[src/rtl/multicycle_ctrl.sv]
// Sequencing controller for the multicycle RV32I core: walks each instruction
// through FETCH/DECODE/EXEC/MEM/WB, drives datapath strobes and counts retirements.
module multicycle_ctrl #(
  parameter int unsigned CNT_W = 32
) (
  input  logic             clk,
  input  logic             n_rst,
  input  logic [31:0]      instr,
  input  logic             imem_ack,
  input  logic             dmem_ack,
  input  logic             branch_taken,
  output logic             imem_req,
  output logic             ir_write,
  output logic [2:0]       imm_sel,
  output logic             alu_src_imm,
  output logic             dmem_req,
  output logic             dmem_we,
  output logic             reg_write,
  output logic             pc_write,
  output logic [1:0]       pc_src,
  output logic             trap,
  output logic [CNT_W-1:0] instret
);

  typedef enum logic [2:0] {
    S_IDLE, S_FETCH, S_DECODE, S_EXEC, S_MEM, S_WB, S_TRAP
  } state_t;

  typedef enum logic [3:0] {
    C_R, C_IALU, C_LOAD, C_STORE, C_BRANCH, C_JAL, C_JALR, C_LUI, C_AUIPC, C_ILL
  } cls_t;

  localparam logic [2:0] IMM_I    = 3'd0;
  localparam logic [2:0] IMM_S    = 3'd1;
  localparam logic [2:0] IMM_B    = 3'd2;
  localparam logic [2:0] IMM_U    = 3'd3;
  localparam logic [2:0] IMM_J    = 3'd4;
  localparam logic [2:0] IMM_NONE = 3'd7;

  localparam logic [1:0] PC_PLUS4 = 2'd0;
  localparam logic [1:0] PC_REL   = 2'd1;
  localparam logic [1:0] PC_REG   = 2'd2;

  state_t     state, state_n;
  cls_t       cls;
  logic [2:0] fmt;
  logic       unused_instr;

  // Only the major opcode steers sequencing; the rest of the IR belongs to the datapath.
  assign unused_instr = ^instr[31:7];

  // Opcode class and immediate format
  always_comb begin
    cls = C_ILL;
    fmt = IMM_NONE;
    case (instr[6:0])
      7'b0110011: begin cls = C_R;      fmt = IMM_NONE; end
      7'b0010011: begin cls = C_IALU;   fmt = IMM_I;    end
      7'b0000011: begin cls = C_LOAD;   fmt = IMM_I;    end
      7'b0100011: begin cls = C_STORE;  fmt = IMM_S;    end
      7'b1100011: begin cls = C_BRANCH; fmt = IMM_B;    end
      7'b1101111: begin cls = C_JAL;    fmt = IMM_J;    end
      7'b1100111: begin cls = C_JALR;   fmt = IMM_I;    end
      7'b0110111: begin cls = C_LUI;    fmt = IMM_U;    end
      7'b0010111: begin cls = C_AUIPC;  fmt = IMM_U;    end
      default:    begin cls = C_ILL;    fmt = IMM_NONE; end
    endcase
  end

  always_ff @(posedge clk or negedge n_rst) begin
    if (!n_rst) state <= S_IDLE;
    else        state <= state_n;
  end

  // Next-state; TRAP is absorbing until reset
  always_comb begin
    state_n = state;
    case (state)
      S_IDLE:   state_n = S_FETCH;
      S_FETCH:  if (imem_ack) state_n = S_DECODE;
      S_DECODE: state_n = (cls == C_ILL) ? S_TRAP : S_EXEC;
      S_EXEC: begin
        if (cls == C_BRANCH)                         state_n = S_FETCH;
        else if (cls == C_LOAD || cls == C_STORE)    state_n = S_MEM;
        else                                         state_n = S_WB;
      end
      S_MEM:    if (dmem_ack) state_n = (cls == C_STORE) ? S_FETCH : S_WB;
      S_WB:     state_n = S_FETCH;
      S_TRAP:   state_n = S_TRAP;
      default:  state_n = S_IDLE;
    endcase
  end

  // Strobes decoded from state and IR; ack/branch inputs only gate same-cycle completion
  always_comb begin
    imem_req    = 1'b0;
    ir_write    = 1'b0;
    imm_sel     = IMM_NONE;
    alu_src_imm = 1'b0;
    dmem_req    = 1'b0;
    dmem_we     = 1'b0;
    reg_write   = 1'b0;
    pc_write    = 1'b0;
    pc_src      = PC_PLUS4;
    trap        = 1'b0;
    case (state)
      S_FETCH: begin
        imem_req = 1'b1;
        ir_write = imem_ack;
      end
      S_DECODE: imm_sel = fmt;
      S_EXEC: begin
        imm_sel     = fmt;
        alu_src_imm = (cls != C_R) && (cls != C_BRANCH);
        if (cls == C_BRANCH) begin
          pc_write = 1'b1;
          pc_src   = branch_taken ? PC_REL : PC_PLUS4;
        end
      end
      S_MEM: begin
        dmem_req = 1'b1;
        dmem_we  = (cls == C_STORE);
        pc_write = dmem_ack && (cls == C_STORE);
      end
      S_WB: begin
        reg_write = 1'b1;
        pc_write  = 1'b1;
        if (cls == C_JAL)       pc_src = PC_REL;
        else if (cls == C_JALR) pc_src = PC_REG;
        else                    pc_src = PC_PLUS4;
      end
      S_TRAP:  trap = 1'b1;
      default: ;
    endcase
  end

  // Every instruction pulses pc_write exactly once, so that marks retirement
  always_ff @(posedge clk or negedge n_rst) begin
    if (!n_rst)        instret <= '0;
    else if (pc_write) instret <= instret + CNT_W'(1);
  end

endmodule

[config.mk]
export PLATFORM = sky130hd
export DESIGN_NAME = multicycle_ctrl
export DESIGN_NICKNAME = d
export VERILOG_FILES = /design/src/rtl/multicycle_ctrl.sv
export SDC_FILE = /design/constraint.sdc
export NUM_CORES = 1
export LEC_CHECK = 0
export BUFFER_PORTS_ARGS = -buffer_cell sky130_fd_sc_hd__buf_2
export CORE_MARGIN = 5
export CORE_UTILIZATION = 25
export CTS_BUF_LIST = sky130_fd_sc_hd__clkbuf_16
export DETAILED_ROUTE_END_ITERATION = 8
export GPL_ROUTABILITY_DRIVEN = 0
export HOLD_SLACK_MARGIN = 0.03
export PLACE_DENSITY = 0.58
export SLEW_MARGIN = 20
export SYNTH_ARGS = -nofsm -noshare
export SYNTH_HDL_FRONTEND = slang
export SYNTH_SLANG_ARGS = --single-unit
[constraint.sdc]
create_clock -name clk -period 5.25 [get_ports clk]
set_clock_uncertainty 0.1 [all_clocks]
set_input_delay 0.7875 -clock clk [delete_from_list [all_inputs] [get_ports clk]]
set_output_delay 0.7875 -clock clk [all_outputs]
set_load 0.005 [all_outputs]
==> results of run 1 <==
cells in the mapped netlist (3+ instances only):
| cell | count |
|---|---|
| a21oi_1 | 4 |
| and3_1 | 6 |
| dfrtp_1 | 35 |
| inv_1 | 6 |
| nand2_1 | 25 |
| nand3_1 | 10 |
| nand4_1 | 8 |
| nor2_1 | 12 |
| nor2b_1 | 3 |
| nor3_1 | 11 |
| nor4_2 | 4 |
| nor4b_2 | 3 |
| o21ai_0 | 6 |
| xnor2_1 | 9 |
| xor2_1 | 22 |
flip-flops by register name (all words and copies together), names as in the netlist:
name,cells
state,3
instret,32
worst max-delay path by stage:
stage,to,startpoint,cells after the start,slack [ps]
floorplan,imm_sel[1],instr[6],5,2550
CTS,pc_write,instr[2],7,1750
finish,pc_write,instr[2],7,1760
global route,pc_write,instr[2],7,1560
detailed placement,pc_write,instr[2],7,1760
global placement,pc_write,instr[2],7,1750
layer usage:
layer  track usage, %  vias to the layer above
li1                 -                      840
met1             14.3                      832
met2             16.5                       39
met3             2.64                        6
met4             3.57                        0
met5                0                        -
cells by family after synthesis:
kind of cell / count (synthesis) / share of synthesized area [%]
buf+inv: 13 / 3.29
fa+ha+maj: 1 / 0.620
xor+xnor: 31 / 13.5
simple gates: 99 / 31.0
flops: 35 / 43.4
compound gates: 24 / 8.25
cells in the final DEF, fill, tap and decap left out, types with 2 or more instances in the layout:
master,count
nor2_1,12
inv_1,8
a31oi_1,2
a21oi_1,4
nor4b_2,3
and3_1,6
nand2b_1,2
nor3_1,11
nor4b_1,2
and4bb_2,2
nand3_1,10
nand4_1,8
xor2_1,22
nor2b_1,3
a2111oi_0,2
buf_2,56
a21o_1,2
xnor2_1,9
dfrtp_1,35
o21ai_0,6
nand2_1,25
nor4_2,4
clkbuf_16,5
final cells by class:
cell class	instances	share of cell area [%]
multi-input combinational	155	42.5
sequential	35	34.6
inverter	7	1.04
timing repair buffer	57	11.4
clock buffer	5	4.94
tap	102	5.04
clock inverter	3	0.494
through the flow:
stage,area (sq um),instances,hold WS (ps)
floorplan,2020,203,365
global placement,2390,356,374
detailed placement,2390,356,366
CTS,2530,364,373
global route,2530,364,385
finish,2530,364,361
power by group through the flow:
stage                     logic, W  registers, W  clock network (W)
after floorplan           0.000140      0.000339                  0
after CTS                 0.000212      0.000340           0.000286
after global placement    0.000210      0.000343                  0
final                     0.000208      0.000340           0.000276
after global routing      0.000236      0.000347           0.000294
after detailed placement  0.000211      0.000345                  0
==> results.md, run 1 <==
- Core area: 7810 sq um
- Peak supply drop: ~120 uV
- Vias: 1717
- Psw: 0.000272 W
- Worst path cell trace: buf_2, and4bb_2, a41oi_1, o22a_1, buf_4, clkinv_1, buf_2
- Number of synthesized flops with an enable pin: 0
- Die Wd: 99.9 um
- Seq cells post-synth: 35
- Port Buffer Count: 56
- M1 WL: around 2500 um
- Comb power frac: 25.2%
- Total die area: 9970 sq um
- Fin. max-slew vios: 0
- I/O pins: 82
- Metal3 WL: approximately 210 um
- Initial antenna violation count: 0
- Chip Height: 99.9 um
- Diode count: 0
- Bufs and invs on worst path: 4
- Clock Sink Count: 35
- Crit end category: primary output
- Share of cells above drive strength 1: 29.8%
- Min-delay src: instret[31]
- Clk_lat worst skew: 270 ps
- Highest Clock Rate: 286 MHz
- Post-synthesis sequential area ratio: 43.4%
- Reg2Reg Depth: 5
- Number of vias per cell: 4.72
- Max FO, Critical Path: 26
- Final nets: 299
- CP max stage cell: clkinv_1
- CTS clk-pin slew, worst paths: 50 ps
- Final core occ: about 32%
- Setup repair after global routing missed its margin: false
- Post-route clock period utilization: 66.5%
- Syn_nets: 241
- Final worst slack: 1760 ps
- Slew margin rel.: 48.1%
- Cell count after synthesis: 203
- Post-synthesis async set-or-reset flop share: 100%
- Post-CTS Setup Bufs: 0
- DR pass1 iterations: 4
- CTS Hold Bufs: 0
- Net Sw Frac: about 33%
- Avg Synthesized Cell Area: 9.94 sq um
- CTS root buffer: clkbuf_16
- Setup_tns: 0 ps
- Final setup viols: 0
- Worst r2r dst: instret[29]
- Largest net degree at the start of global routing: 36
- Site Rows: 32
- Minimum clock period after layout: 3490 ps
- Highest metal used: met4
- First-pass GRT wire length: 8590 um
- Total power per unit cell area: 325 nW/um^2
- CP delay by family, top: buffers and inverters
- Grt total ovfl: 0
- Dominant synthesized flop cell: dfrtp_1
- Internal power: ~0.00055 W
- CP Launch Type: primary input
- Most frequent CP cell: buf_2
- Sequential Power Share: between 40 and 50%
- Initial Util: 25.8%
- Synth top area cells: dfrtp_1 (43%), xor2_1 (9.5%), nand2_1 (4.6%)
- Status: finished clean
- Flop2flop setup slack: roughly 2800 ps
- Pre-CTS setup slack: 1760 ps
- Multi-input logic area: 1080 sq um
- End of the worst hold path: instret[31]
- CTS tree: yes
- Post-synthesis cell type count: 45
- Crit path required time: 4360 ps
- Synth top area share: 43.4%
- Area leader, netlist: dfrtp_1
- Critical path class: primary input to primary output
- Area growth syn-to-layout: 25.4%
- Clock power frac: about a third
- Final Hold Fails: 0
- DR iter-0 viols: 36
- Total wire length: 4980 um
- DR WL/cell: 13.7 um
- Clock Path Buffers: 2
- Worst r2r src: instret[9]
- Met2 wire length: 2250 um
- Leak: approximately 1.3 nW
- Critical path's largest stage delay: 360 ps
- H-tree lvl count: 2
- Hold Crit Class: flop to flop
- Mapped cell area: 2020 sq um
- Sequential Area: 876 sq um
- Hold depth: 1
- Worst slew pin tran: 779 ps
- Yosys warns: 0
- Detailed-route DRC error count: 0
- Max Cap Violations: 0
- CTS Buf Count: 5
- Post-CTS Resized: 0
- Final HPWL DP: approximately 3700 um
- # fillers: 819
- Routed Antenna Nets: 0
- Total Routing Usage GR: 10.6%
- Vias in the first global route: 1773
- Tot Pwr: 0.000823 W
- Crit path DAT: 2600 ps
No activity file was read; power rests on OpenSTA's default activity.
==> inputs of run 2 (changes only) <==
==> constraint.sdc (replaced) <==
create_clock -name clk -period 3.25 [get_ports clk]
set_clock_uncertainty 0.1 [all_clocks]
set_input_delay 0.4875 -clock clk [delete_from_list [all_inputs] [get_ports clk]]
set_output_delay 0.4875 -clock clk [all_outputs]
set_load 0.005 [all_outputs]
==> results.md, run 2 (same netlist as run 1, synthesis figures left out) <==
- Worst slew pin tran: 777 ps (-2.20 ps)
- Area growth syn-to-layout: 25.7%
- Multi-input logic area: 1080 sq um (unchanged)
- Leading cell type in the layout, fill and taps excluded: buf_2
- Reg2Reg Depth: 6 (+1)
- Tot Pwr: 0.00132 W (+61%)
- Worst r2r src: instret[0]
- Psw: 0.000435 W (+60%)
- Final Hold Fails: 0 (unchanged)
- Vias: 1717 (unchanged)
- Total die area: 9970 sq um (unchanged)
- Detailed-route DRC error count: 0 (unchanged)
- # fillers: 837 (+2.2%)
- CTS root buffer: clkbuf_16
- Initial antenna violation count: 0 (unchanged)
- Minimum clock period after layout: roughly 2600 ps
- Largest net degree at the start of global routing: 36 (unchanged)
- Port Buffer Count: 56 (unchanged)
- Max Cap Violations: 0 (unchanged)
- Sequential Area: 876 sq um (unchanged)
- Fin. max-slew vios: 0 (unchanged)
- H-tree lvl count: 2 (unchanged)
- Internal power: 0.000890 W (+61%)
- Clock Sink Count: 35 (unchanged)
- Grt total ovfl: 0 (unchanged)
- Hold Crit Class: primary input to asynchronous set/reset pin
- Post-route clock period utilization: 81.2%
- Comb power frac: 25.4% (+0.2 points)
- Core area: 7810 sq um (unchanged)
- Routed Antenna Nets: 0 (unchanged)
- Total power per unit cell area: 522 nW/um^2 (+61%)
- Initial Util: 25.8% (unchanged)
- CTS clk-pin slew, worst paths: 50 ps (about the same)
- Setup_tns: 0 ps (unchanged)
- Largest Register: instret
- I/O pins: 82 (unchanged)
- Status: finished clean
- CTS Buf Count: 5 (unchanged)
- Peak supply drop: 238 uV (+100%)
- Hold Slack: 194 ps (-167 ps)
- Post-CTS Resized: 0 (unchanged)
- Site Rows: 32 (unchanged)
- First-pass GRT wire length: 8340 um (-3.0%)
- Final setup viols: 0 (unchanged)
- CTS tree: yes
- Final nets: 300 (+0.33%)
- Final HPWL DP: 3750 um (+1.8%)
- Vias in the first global route: 1666 (-6.0%)
- Most frequent cells in the layout: buf_2 (56), dfrtp_1 (35), nand2_1 (25)
- DR WL/cell: 13.8 um (+0.81%)
- Flop2flop setup slack: 950 ps (-1880 ps)
- CTS Hold Bufs: 0 (unchanged)
- Highest Clock Rate: 379 MHz
- Slew margin rel.: 48.2% (+0.15 points)
- Crit path required time: 2660 ps (-1700 ps)
- Die Wd: 99.9 um (unchanged)
- Net Sw Frac: 32.8% (-0.15 points)
- Total Routing Usage GR: 10.2% (-0.31 points)
- Diode count: 0 (unchanged)
- Total wire length: 5040 um (+1.1%)
- Crit path DAT: 2050 ps (-550 ps)
- Worst r2r dst: instret[22]
- Leak: 1.30 nW (-0.15%)
- Critical path class: primary input to primary output
- Post-CTS Setup Bufs: 0 (unchanged)
- Clk_lat worst skew: 270 ps (about the same)
- Regs by FF count: instret x32, state x3
- Max FO, Critical Path: 7 (-73%)
- DR iter-0 viols: 58 (+61%)
- Clock Path Buffers: 2 (unchanged)
- Sequential Power Share: 41.5% (+0.2 points)
- Chip Height: 99.9 um (unchanged)
- CP Launch Type: primary input
- Number of vias per cell: 4.70 (-0.27%)
- Clock power frac: 33.1% (-0.4 points)
- Crit end category: primary output
- Number of flip-flops in the largest register: 32 (unchanged)
- DR pass1 iterations: 4 (unchanged)
- Setup repair after global routing missed its margin: false
- Share of cells above drive strength 1: 29.7% (-0.11 points)
run 2: cell count changes in the layout (fill, tap and decap cells not counted):
cell      change
buf_4         +1
clkinv_2      -1
inv_1         -1
clkinv_1      +2
run 2: how the worst max path moves through the flow:
stage                         from         end  slack (ps)  cells after the start
after global routing      instr[4]  imm_sel[0]         470                      6
after global placement    instr[4]  imm_sel[0]         660                      6
after detailed placement  instr[4]  imm_sel[1]         620                      6
after CTS                 instr[4]  imm_sel[0]         620                      6
final                     instr[4]  imm_sel[1]         610                      6
after floorplan           instr[6]  imm_sel[1]        1150                      5
run 2: metal layers:
layer  global-route usage [%]  up-vias  part of all wire [%]
met1                     14.4      822                    49
met3                     2.71        8                   5.2
met5                        0        -                     0
met4                     3.15        0                   1.4
met2                     15.3       41                    45
li1                         -      846                     -
run 2: power by group through the flow:
stage                     combinational [W]  sequential [W]  clock, W
after floorplan                    0.000225        0.000548         0
after global placement             0.000341        0.000554         0
after detailed placement           0.000342        0.000558         0
after CTS                          0.000342        0.000550  0.000449
after global routing               0.000376        0.000560  0.000474
final                              0.000336        0.000550  0.000439
run 2: critical path, stage by stage:
cell and delay (ps):
buf_2 140, and2b_1 310, o21ai_0 130, a2111oi_0 710, nand2_1 120, buf_2 150
run 2: cell type report:
class                      instances  share of cell area [%]
inverter                           7                    1.04
clock buffer                       5                    4.93
timing repair buffer              58                    11.6
clock inverter                     3                   0.444
tap                              102                    5.03
multi-input combinational        155                    42.4
sequential                        35                    34.5
run 2: through the flow:
stage               area (sq um)  setup WS, ps  utilization, %  std cells
floorplan                   2020          1150               -        203
global placement            2400           665            30.8        357
detailed placement          2400           615            30.8        357
CTS                         2540           621            32.5        365
global route                2540           467            32.5        365
finish                      2540           610            32.5        365
==> inputs of run 3 (changes only) <==
==> constraint.sdc (replaced) <==
create_clock -name clk -period 2.6 [get_ports clk]
set_clock_uncertainty 0.1 [all_clocks]
set_input_delay 0.39 -clock clk [delete_from_list [all_inputs] [get_ports clk]]
set_output_delay 0.39 -clock clk [all_outputs]
set_load 0.005 [all_outputs]
==> results.md, run 3 (same netlist as run 1, synthesis figures left out) <==
- Status: finished clean
- Site Rows: 32 (unchanged)
- Psw: 0.000544 W (+25%)
- Most frequent cells in the layout: buf_2 (56), dfrtp_1 (35), nand2_1 (25)
- CTS Buf Count: 5 (unchanged)
- First-pass GRT wire length: 8630 um (+3.5%)
- Routed Antenna Nets: 0 (unchanged)
- # fillers: 822 (-1.8%)
- Multi-input logic area: 1080 sq um (unchanged)
- Setup_tns: 0 ps (unchanged)
- Leading cell type in the layout, fill and taps excluded: buf_2
- CP Launch Type: primary input
- Port Buffer Count: 56 (unchanged)
- H-tree lvl count: 2 (unchanged)
- Clock Sink Count: 35 (unchanged)
- Worst r2r src: instret[3]
- Total die area: 9970 sq um (unchanged)
- Worst path cell trace: buf_2, and2b_1, o21ai_0, a2111oi_0, buf_4, nand2_1, buf_2
- Comb power frac: 26.7% (+1.3 points)
- Highest Clock Rate: around 420 MHz
- Max Cap Violations: 0 (unchanged)
- Total wire length: 4990 um (-0.91%)
- Slew margin rel.: 47.5% (-0.68 points)
- Worst slew pin tran: 787 ps (+10.3 ps)
- Crit path DAT: 1900 ps (-150 ps)
- Post-route clock period utilization: roughly nine tenths
- Largest Register: instret
- Vias: 1736 (+1.1%)
- Post-CTS Setup Bufs: 0 (unchanged)
- Detailed-route DRC error count: 0 (unchanged)
- Net Sw Frac: 32.4% (-0.43 points)
- I/O pins: 82 (unchanged)
- CTS tree: yes
- DR pass1 iterations: 4 (unchanged)
- Largest net degree at the start of global routing: 36 (unchanged)
- CP Launch Point: instr[4]
- Grt total ovfl: 0 (unchanged)
- Area growth syn-to-layout: 27.5%
- Final Hold Fails: 0 (unchanged)
- Sequential Area: 876 sq um (unchanged)
- Sequential Power Share: 41.0% (-0.5 points)
- Clock Path Buffers: 2 (unchanged)
- Crit end category: primary output
- Minimum clock period after layout: 2390 ps
- Clock power frac: 32.3% (-0.8 points)
- DR iter-0 viols: 25 (-57%)
- Max FO, Critical Path: 7 (unchanged)
- Internal power: 0.00114 W (+28%)
- Setup repair after global routing missed its margin: false
- CP delay by family, top: compound AO/OA/AOI/OAI gates
- Vias in the first global route: 1746 (+4.8%)
- DR WL/cell: 13.6 um (-1.7%)
- Number of vias per cell: 4.72 (+0.28%)
- Number of flip-flops in the largest register: 32 (unchanged)
- CTS Hold Bufs: 0 (unchanged)
- CTS root buffer: clkbuf_16
- Regs by FF count: instret x32, state x3
- Peak supply drop: 239 uV (+0.58%)
- Placed Instance Area: 2440 sq um (+1.5%)
- Leak: 1.32 nW (+1.7%)
- Share of cells above drive strength 1: 30.5% (+0.79 points)
- CTS clk-pin slew, worst paths: 50 ps (about the same)
- Clk_lat worst skew: 270 ps (about the same)
- Final setup viols: 0 (unchanged)
- Total power per unit cell area: 653 nW/um^2 (+25%)
- Core area: 7810 sq um (unchanged)
- Initial Util: 25.8% (unchanged)
- Bufs and invs on worst path: 3 (+1)
- Critical path's largest stage delay: 520 ps (-190 ps)
- CP max stage cell: a2111oi_0
- Diode count: 0 (unchanged)
- Chip Height: 99.9 um (unchanged)
- Final HPWL DP: 3770 um (+0.61%)
- Fin. max-slew vios: 0 (unchanged)
- Critical path class: primary input to primary output
- Hold Crit Class: primary input to asynchronous set/reset pin
- Die Wd: 99.9 um (unchanged)
- Crit path required time: 2110 ps (-550 ps)
- Total Routing Usage GR: 10.5% (+0.30 points)
- Design Area, Final: 2570 sq um (+1.4%)
- Initial antenna violation count: 0 (unchanged)
- Most frequent CP cell: buf_2
- Post-CTS Resized: 0 (unchanged)
- Final nets: 303 (+1.0%)
==> run 3: changes by cell type in the layout (fill, tap and decap cells not counted) <==
cell and change:
buf_12 +1, buf_4 +2
==> run 3: worst reg2reg max path, stage by stage, from the launching register on <==
cell      delay, ps
dfrtp_1         440
nand4_2         210
or3_1           560
nand2b_4        250
nor4b_2         270
xor2_1          160
==> run 3: worst paths after layout <==
| check | slack, ps | cells after the start | to |
|---|---|---|---|
| setup / recovery | 210 | 7 | imm_sel[1] |
| hold / removal | 110 | 1 | instret[2] |
| setup reg to reg | 540 | 5 | instret[31] |
| hold reg to reg | 370 | 1 | instret[31] |
| max in group asynchronous | 1800 | 1 | instret[20] |
| min in group clk | 300 | 2 | state[0] |
==> run 3: per-layer routing <==
metal  routed length (um)  GRT usage [%]  up-vias
met3                  220           2.85        5
li1                     -              -      852
met1                 2400           14.4      838
met2                 2320           16.6       41
met5                    0              0        -
met4                   48           2.52        0
==> run 3: final cells by class <==
type	count	share of cell area, %
multi-input cells	155	41.8
flip-flops and latches	35	34.0
repair buffers	61	12.8
well taps	102	4.96
clock buffers	5	4.86
inverters	7	1.02
clock inverters	3	0.438
==> run 3: power groups by stage <==
stage	Combinational (W)	Clock, W	Sequential (W)
after floorplan	0.000282	0	0.000684
after global placement	0.000453	0	0.000692
after detailed placement	0.000455	0	0.000698
after CTS	0.000458	0.000561	0.000689
after global routing	0.000502	0.000594	0.000704
final	0.000449	0.000543	0.000689
==> run 3: through the flow <==
step / utilization (%) / std cells / total power (W) / setup WS, ps / hold slack (ps)
6_report: 32.9 / 368 / 0.00168 / 209 / 105
2_1_floorplan: - / 203 / 0.000966 / 662 / -5.59
3_5_place_dp: 31.2 / 360 / 0.00115 / 265 / 368
3_3_place_gp: 31.2 / 360 / 0.00115 / 238 / 357
5_1_grt: 32.9 / 368 / 0.00180 / 72.2 / 180
4_1_cts: 32.9 / 368 / 0.00171 / 242 / 134
